$ cat config.mk
export PLATFORM = sky130hd
export DESIGN_NAME = dvp_pattern_source
export DESIGN_NICKNAME = d
export VERILOG_FILES = /design/src/rtl/dvp_pkg.sv /design/src/rtl/dvp_pattern_pixel.sv /design/src/rtl/dvp_pattern_source.sv
export SDC_FILE = /design/constraint.sdc
export NUM_CORES = 1
export LEC_CHECK = 0
export CORE_ASPECT_RATIO = 0.75
export CORE_MARGIN = 5
export CORE_UTILIZATION = 50
export DETAILED_ROUTE_END_ITERATION = 8
export PLACE_DENSITY = 0.7
export SYNTH_ARGS = -nofsm -noshare
export SYNTH_HDL_FRONTEND = slang
export SYNTH_HIERARCHICAL = 1
export SYNTH_SLANG_ARGS = --single-unit
$ cat constraint.sdc
create_clock -name clk -period 9.7 [get_ports clk]
set_input_delay 1.455 -clock clk [delete_from_list [all_inputs] [get_ports clk]]
set_output_delay 1.455 -clock clk [all_outputs]
set_load 0.01 [all_outputs]
$ cat src/rtl/dvp_pkg.sv
// Shared types for the synthetic DVP source: pattern codes, vertical FSM states
// and the fixed pixel levels used by the test images.
package dvp_pkg;

   typedef enum logic [1:0] {
      PAT_RAMP = 2'd0,
      PAT_BARS = 2'd1,
      PAT_BOX  = 2'd2,
      PAT_FLAT = 2'd3
   } pattern_t;

   typedef enum logic [2:0] {
      ST_IDLE,
      ST_VSYNC,
      ST_VBACK,
      ST_ACTIVE,
      ST_VFRONT
   } state_t;

   localparam logic [7:0] BG_LEVEL  = 8'h20;
   localparam logic [7:0] BOX_LEVEL = 8'hF0;
   localparam int         NUM_BARS  = 8;
   localparam int         BAR_STEP  = 36;

endpackage

$ cat src/rtl/dvp_pattern_pixel.sv
// Combinational pixel generator: maps (x, y) plus the latched pattern select,
// box position and flat level onto one 8-bit RAW value.
module dvp_pattern_pixel
   import dvp_pkg::*;
#(
   parameter int IMG_HDISP = 640,
   parameter int IMG_VDISP = 480,
   parameter int BOX_SIZE  = 64,
   parameter int XW        = 10,
   parameter int YW        = 9
) (
   input  logic [XW-1:0] x,
   input  logic [YW-1:0] y,
   input  pattern_t      sel,
   input  logic [XW-1:0] box_x,
   input  logic [7:0]    flat,
   output logic [7:0]    pixel
);

   localparam int BOX_Y0 = (IMG_VDISP - BOX_SIZE) / 2;

   int   xi;
   int   yi;
   int   bxi;
   int   bar;
   logic in_box;

   always_comb begin
      xi     = int'(x);
      yi     = int'(y);
      bxi    = int'(box_x);
      bar    = (xi * NUM_BARS) / IMG_HDISP;
      in_box = (xi >= bxi) && (xi < bxi + BOX_SIZE) &&
               (yi >= BOX_Y0) && (yi < BOX_Y0 + BOX_SIZE);
      case (sel)
         PAT_RAMP: pixel = 8'(xi + yi);
         PAT_BARS: pixel = 8'(bar * BAR_STEP);
         PAT_BOX:  pixel = in_box ? BOX_LEVEL : BG_LEVEL;
         default:  pixel = flat;
      endcase
   end

endmodule

$ cat src/rtl/dvp_pattern_source.sv
// Synthetic 8-bit RAW DVP camera: OV-style vsync/href timing with ramp, bar,
// moving-box and flat test images; frames are never truncated by enable.
module dvp_pattern_source
   import dvp_pkg::*;
#(
   parameter int IMG_HDISP   = 640,
   parameter int IMG_VDISP   = 480,
   parameter int H_BLANK     = 144,
   parameter int VSYNC_LINES = 3,
   parameter int V_BACK      = 17,
   parameter int V_FRONT     = 10,
   parameter int BOX_SIZE    = 64,
   parameter int BOX_STEP    = 8
) (
   input  logic       clk,
   input  logic       rst_n,
   input  logic       enable,
   input  logic [1:0] pattern_sel,
   input  logic [7:0] flat_level,
   output logic       cmos_vsync,
   output logic       cmos_href,
   output logic [7:0] cmos_data,
   output logic [7:0] frame_cnt,
   output logic       frame_busy
);

   localparam int H_TOTAL   = IMG_HDISP + H_BLANK;
   localparam int HW        = $clog2(H_TOTAL);
   localparam int V_MAX_A   = (VSYNC_LINES > V_BACK) ? VSYNC_LINES : V_BACK;
   localparam int V_MAX_B   = (IMG_VDISP > V_FRONT) ? IMG_VDISP : V_FRONT;
   localparam int V_MAX     = (V_MAX_A > V_MAX_B) ? V_MAX_A : V_MAX_B;
   localparam int VW        = (V_MAX > 1) ? $clog2(V_MAX) : 1;
   localparam int BOX_X_MAX = IMG_HDISP - BOX_SIZE;
   localparam logic [HW-1:0] H_LAST = HW'(H_TOTAL - 1);

   state_t        state_q,     state_d;
   logic [HW-1:0] h_cnt_q,     h_cnt_d;
   logic [VW-1:0] v_cnt_q,     v_cnt_d;
   pattern_t      sel_q,       sel_d;
   logic [HW-1:0] box_x_q,     box_x_d;
   logic [7:0]    frame_cnt_q, frame_cnt_d;
   logic          vsync_q,     vsync_d;
   logic          href_q,      href_d;
   logic [7:0]    data_q,      data_d;
   logic          busy_q,      busy_d;

   logic          line_end;
   logic          last_line;
   logic [HW:0]   box_sum;
   logic [HW-1:0] box_wrap;
   logic [7:0]    pixel;

   function automatic int state_lines(state_t s);
      int n;
      n = 1;
      case (s)
         ST_VSYNC:  n = VSYNC_LINES;
         ST_VBACK:  n = V_BACK;
         ST_ACTIVE: n = IMG_VDISP;
         ST_VFRONT: n = V_FRONT;
         default:   n = 1;
      endcase
      return n;
   endfunction

   dvp_pattern_pixel #(
      .IMG_HDISP (IMG_HDISP),
      .IMG_VDISP (IMG_VDISP),
      .BOX_SIZE  (BOX_SIZE),
      .XW        (HW),
      .YW        (VW)
   ) u_pixel (
      .x     (h_cnt_q),
      .y     (v_cnt_q),
      .sel   (sel_q),
      .box_x (box_x_q),
      .flat  (flat_level),
      .pixel (pixel)
   );

   always_comb begin
      state_d     = state_q;
      h_cnt_d     = h_cnt_q;
      v_cnt_d     = v_cnt_q;
      sel_d       = sel_q;
      box_x_d     = box_x_q;
      frame_cnt_d = frame_cnt_q;

      line_end  = (h_cnt_q == H_LAST);
      last_line = (int'(v_cnt_q) == state_lines(state_q) - 1);
      box_sum   = {1'b0, box_x_q} + (HW+1)'(BOX_STEP);
      box_wrap  = (int'(box_sum) > BOX_X_MAX) ? '0 : box_sum[HW-1:0];

      if (state_q == ST_IDLE) begin
         h_cnt_d = '0;
         v_cnt_d = '0;
         if (enable) begin
            state_d = ST_VSYNC;
            sel_d   = pattern_t'(pattern_sel);
         end
      end else begin
         h_cnt_d = line_end ? '0 : h_cnt_q + HW'(1);
         // Vertical state only moves on the last clock of a line.
         if (line_end) begin
            if (last_line) begin
               v_cnt_d = '0;
               case (state_q)
                  ST_VSYNC:  state_d = ST_VBACK;
                  ST_VBACK:  state_d = ST_ACTIVE;
                  ST_ACTIVE: state_d = ST_VFRONT;
                  default: begin
                     frame_cnt_d = frame_cnt_q + 8'd1;
                     box_x_d     = box_wrap;
                     if (enable) begin
                        state_d = ST_VSYNC;
                        sel_d   = pattern_t'(pattern_sel);
                     end else begin
                        state_d = ST_IDLE;
                     end
                  end
               endcase
            end else begin
               v_cnt_d = v_cnt_q + VW'(1);
            end
         end
      end

      vsync_d = (state_q == ST_VSYNC);
      href_d  = (state_q == ST_ACTIVE) && (int'(h_cnt_q) < IMG_HDISP);
      data_d  = href_d ? pixel : 8'h00;
      busy_d  = (state_q != ST_IDLE);
   end

   always_ff @(posedge clk) begin
      if (!rst_n) begin
         state_q     <= ST_IDLE;
         h_cnt_q     <= '0;
         v_cnt_q     <= '0;
         sel_q       <= PAT_RAMP;
         box_x_q     <= '0;
         frame_cnt_q <= 8'h00;
         vsync_q     <= 1'b0;
         href_q      <= 1'b0;
         data_q      <= 8'h00;
         busy_q      <= 1'b0;
      end else begin
         state_q     <= state_d;
         h_cnt_q     <= h_cnt_d;
         v_cnt_q     <= v_cnt_d;
         sel_q       <= sel_d;
         box_x_q     <= box_x_d;
         frame_cnt_q <= frame_cnt_d;
         vsync_q     <= vsync_d;
         href_q      <= href_d;
         data_q      <= data_d;
         busy_q      <= busy_d;
      end
   end

   assign cmos_vsync = vsync_q;
   assign cmos_href  = href_q;
   assign cmos_data  = data_q;
   assign frame_cnt  = frame_cnt_q;
   assign frame_busy = busy_q;

endmodule

## Word-level counts from Yosys, hierarchy flattened

Index checks and enable logic that the tools add are counted.
Widths: inputs -> output; s select.

- Register bits: 53
- Bits of input ports: 13
- Output and inout bits: 19
- Logic and storage cells: 70

- Add/sub/neg operators: 7
- $mul: 1
- Divide/modulo/power cells: 1
- $lt $le $gt $ge: 6
- Equality and inequality tests: 10
- Mux-type cells: 16
- Bitwise operators: 3
- Reductions and logical operators: 16

Operator list:

| kind | count |
|---|---|
| $pmux 9 s4 | 1 |
| $div 14x11->32 const B | 1 |
| $eq 10x32->1 | 1 |
| $mul 32x5->6 const B | 1 |
| $sub 32x2->32 const B | 1 |
| $pmux 8 s3 | 1 |
| $mux 3 | 4 |
| $add 10x4->11 const B | 1 |
| $add 10x7->11 const B | 1 |
| $gt 11x10->1 const B | 1 |
| $lt 10x11->1 | 1 |
| $add 10x1->10 const B | 1 |
| $eq 10x10->1 const B | 1 |
| $ge 10x10->1 | 1 |
| $lt 10x10->1 const B | 1 |
| $mux 10 | 1 |
| $mux 2 | 5 |
| $add 9x1->9 const B | 1 |
| $ge 9x8->1 const B | 1 |
| $lt 9x9->1 const B | 1 |
| $mux 9 | 1 |
| $pmux 3 s3 | 1 |
| $add 8x1->8 const B | 1 |
| $add 8x8->8 | 1 |
| other kinds (20) | 29 |

## Depth between registers and ports, before layout

- Depth after elaboration: 7
- Gate-level depth with buffers: 16
- Mapped depth without buffers: 15

## Hierarchy

Netlist, hierarchy kept.

By module, submodules not included:

| module | times used | cells each | area an instance (µm²) | sequential area each (µm²) |
|---|---|---|---|---|
| dvp_pattern_source | 1 | 294 | 2522.4 | 1001.0 |
| dvp_pattern_pixel | 1 | 206 | 1407.6 | 0.0 |

## Least setup slack after synthesis

OpenSTA, ideal clock, no wires.

- Path kind: flip-flop to flip-flop
- Start point: register state_q[0]
- End point: register frame_cnt_q[6] (netlist: frame_cnt[6])
- Setup time: 70 ps
- Arrival time: 3366 ps
- Required time: 9630 ps
- Slack: 6264 ps
- Cell stages (with the launch flop): 13
- Buffers on the path: 2
- Clock period less this slack: 3436 ps
- Path through: dfxtp_1 -> clkbuf_1 -> nor2b_1 -> and2_1 -> inv_1 -> ha_1 -> or4_1 -> a2111oi_4 -> nand4_2 -> or3_1 -> buf_2 -> or4_1 -> a21oi_1

- Cells in the longest elaborated chain, start to end: 5
- Elaborated cells between the ends (all ways): 12
- Classes of those cells: add/sub: 1; eq/ne: 5; mux: 1; bitwise: 2; reduce/logical: 3

Ends and longest elaborated chain:

| what | RTL line | RTL |
|---|---|---|
| from (decl) | dvp_pattern_source.sv:36 | `state_t state_q, state_d;` |
| from (signal assigned) | dvp_pattern_source.sv:147 | `state_q <= state_d;` |
| $eq 3x3->1, or another cell as far along | dvp_pattern_source.sv:56 | `case (s)` |
| $pmux 9 s4 | dvp_pattern_source.sv:56 |  |
| $sub 32x2->32 | dvp_pattern_source.sv:90 | `last_line = (int'(v_cnt_q) == state_lines(state_q) - 1);` |
| $eq 10x32->1 | dvp_pattern_source.sv:90 |  |
| $reduce_and 4->1 (no source line) * | -- |  |
| to (signal assigned) | dvp_pattern_source.sv:152 | `frame_cnt_q <= frame_cnt_d;` |
| to (decl) | dvp_pattern_source.sv:41 | `logic [7:0] frame_cnt_q, frame_cnt_d;` |

Mark *: on every way between the ends. The rest lies on a longest branch, timed or not.
A chain may end at the register's enable or synchronous reset.

## Worst setup path after layout

Ends and elaborated chain as after synthesis.

==> impl_metrics.tcl <==
set metrics [dict create \
    coreArea_um2 7777 \
    design_area_um2 4369 \
    grt.overflow.total 0 \
    worst-slew-pin-transition_ns 0.9704 \
    viasPerCell 5.761 \
    diodes 0 \
    vias 3589 \
    grt_usage 0.1893 \
    die_y_um 86.78 \
    relSlewSlack 0.3522 \
    dp_hpwl_um 6608 \
    wl_um 9070 \
    finish.utilization 0.5618 \
    ctsHoldBuffers 0 \
    fillers 735 \
    multi_input_area_um2 2715 \
    clock_sinks 50 \
    grt_max_degree 31 \
    path_class "reg -> reg" \
    post-cts-setup-buffer-count 0 \
    synth_flop_cell "dfxtp_1" \
    worstSetupEndpointType "flop" \
    num_rows 28 \
    syn_inst 500 \
    dr.pass1.iters 5 \
    critPathMaxFanout 18 \
    dp_slack_ns 5.910 \
    setup.worst_path.start "state_q[0]$_SDFFE_PN0P_" \
    critical_path_required_ns 9.95 \
    dpl_cell_area_um2 4259 \
    drive_gt1_frac 0.04054 \
    nNetsFinal 565 \
    endpoint "frame_cnt[6]$_SDFFE_PN0P_" \
    synth-edff-count 0 \
    finalWorstSetupSlack_ns 5.891 \
    layout.area.seq_um2 1001 \
    reg2reg_from "state_q[0]$_SDFFE_PN0P_" \
    insertion_delay_ns 0.32 \
    drc 0 \
    yosys.area.top_type "dfxtp_1" \
    cts_buffers 5 \
    rrSetupSlack_ns 5.89 \
    finalCriticalPeriod_ns 3.809 \
    power_leakage_nw 1.644 \
    setup_violations 0 \
    port_buffers 31 \
    clockBufferDepth 2 \
    syn_to_final_growth_pct 11.17 \
    ant_nets 0 \
    cts_tree "built" \
    finalClockSkew_ns 0.005466 \
    worstReg2RegEnd "frame_cnt[6]$_SDFFE_PN0P_" \
    grt_pass1_wl_um 15250 \
    ys_types 70 \
    clk_pin_slew_ns 0.09 \
    place_congestion 0.9611 \
    critPathArrivalTime_ns 4.06 \
    min_path_type "reg -> reg" \
    fin_crit_sh 0.3927 \
    drv_slew 0 \
    netlist_top_cells_count "dfxtp_1 (50), nor2_1 (48), nand2_1 (35)" \
    ys_warn_count 6 \
    powerDensity_nw_per_um2 89.85 \
    max_cap_viol_count 0 \
    ir_drop_v 0.00005384 \
    status "completed" \
    cts-root-buf "clkbuf_8" \
    ys_ff_latch 50 \
    synthMostInstantiatedCell "dfxtp_1" \
    yosysSeqAreaShare 0.2547 \
    synth_area_um2 3930 \
    ys_top_cells_by_area "dfxtp_1 (25%), ha_1 (11%), xnor2_1 (4.7%), nor2_1 (4.6%), xor2_1 (3.8%)" \
    finalHoldViolations 0 \
    ctsResizeCount 0 \
    grt_setup_unrepaired "false" \
    max_freq_mhz 262.6 \
    async_flop_share 0 \
    die_w_um 112.4 \
    fin_tns_setup_ns 0 \
    synth_top_area_share 0.2547 \
    power_w 0.0003926 \
    fp.dieArea_um2 9751 \
    htreeDepth 2 \
    antenna_found_initial 0 \
    wire_per_inst_um 14.56 \
    drtIter0Drc 278 \
    cp-start-kind "flop" \
    start_util 0.5053 \
    reg2regPathDepth 10 \
    grt_pass1_vias 3211 \
    ioPinCount 32 \
    synth_area_per_cell_um2 7.860 \
]
## cell type report
class / instances / share of cell area
repair buffers: 32 / 0.07274
clock buffers: 6 / 0.01661
flip-flops and latches: 50 / 0.2291
well taps: 105 / 0.03007
inverters: 25 / 0.02148
multi-input cells: 403 / 0.6214
clock inverters: 2 / 0.008591
## through the flow
step / cells / hold slack, ns
2_1_floorplan: 504 / 0.4441
3_3_place_gp: 615 / 0.4546
3_5_place_dp: 615 / 0.4722
4_1_cts: 623 / 0.4831
5_1_grt: 623 / 0.5144
6_report: 623 / 0.4770
## worst min path at each step
stage               slack (ns)                 startpoint                   endpoint  cells after the start
floorplan                 0.44      h_cnt_q[0]$_SDFF_PP0_      h_cnt_q[0]$_SDFF_PP0_                      1
global placement          0.45  frame_cnt[7]$_SDFFE_PN0P_  frame_cnt[7]$_SDFFE_PN0P_                      2
detailed placement        0.47  frame_cnt[7]$_SDFFE_PN0P_  frame_cnt[7]$_SDFFE_PN0P_                      2
CTS                       0.48  frame_cnt[7]$_SDFFE_PN0P_  frame_cnt[7]$_SDFFE_PN0P_                      2
global route              0.51  frame_cnt[7]$_SDFFE_PN0P_  frame_cnt[7]$_SDFFE_PN0P_                      2
finish                    0.48  frame_cnt[7]$_SDFFE_PN0P_  frame_cnt[7]$_SDFFE_PN0P_                      2
## per-layer routing
| layer | wire length [um] | up-vias | GRT usage |
|---|---|---|---|
| met3 | 485 | 8 | 0.03699 |
| met5 | 0 | - | 0 |
| met4 | 79 | 0 | 0.04694 |
| met2 | 4056 | 95 | 0.3056 |
| li1 | - | 1809 | - |
| met1 | 4449 | 1677 | 0.2617 |
## cells in the final DEF, fill, tap and decap left out, types with 5 or more instances in the layout
master           instances
conb_1                   5
o22ai_1                  8
nor3_1                  22
nand2b_1                11
inv_1                   24
xor2_1                  17
nor2_1                  48
nand3_1                 28
nand4_1                  8
dfxtp_1                 50
nand2_1                 35
xnor2_1                 21
a21oi_1                 29
ha_1                    34
clkdlybuf4s50_1         31
and2_1                  14
and3_1                   9
clkbuf_8                 5
nor2b_1                  5
mux2i_1                 12
o21ai_0                 18
## sequential cells by signal, indices dropped and copies added (netlist names)
signal / flops
box_x_q: 7
cmos_data: 8
cmos_href: 1
cmos_vsync: 1
frame_busy: 1
frame_cnt: 8
h_cnt_q: 10
sel_q: 2
state_q: 3
v_cnt_q: 9
## worst max-delay path, stage by stage (launching register included)
cell	delay, ns
dfxtp_1	0.51
nor2b_1	0.29
and2_1	0.23
inv_1	0.11
ha_1	0.20
or4_1	0.58
a2111oi_4	0.35
nand4_2	0.16
or3_1	0.59
or4_1	0.58
a21oi_1	0.14
## power by group
part	total, W	switching [W]	leakage (nW)	internal (W)
combinational	0.0000289	0.0000146	1.19	0.0000143
sequential	0.000212	0.00000468	0.404	0.000207
clock	0.000152	0.0000747	0.0514	0.0000770
total	0.000393	0.0000940	1.64	0.000299
## cells by family after synthesis
kind of cell             Yosys count  share of synthesized area
AO/OA/AOI/OAI                     97                     0.1640
XOR/XNOR                          38                    0.08469
adder cells (fa/ha/maj)           35                     0.1133
buffers and inverters             51                    0.05826
flip-flops                        50                     0.2547
multiplexers                      13                    0.03343
other                              1                  0.0009542
AND/OR/NAND/NOR                  215                     0.2907
Power figures use the tool's default switching activity.
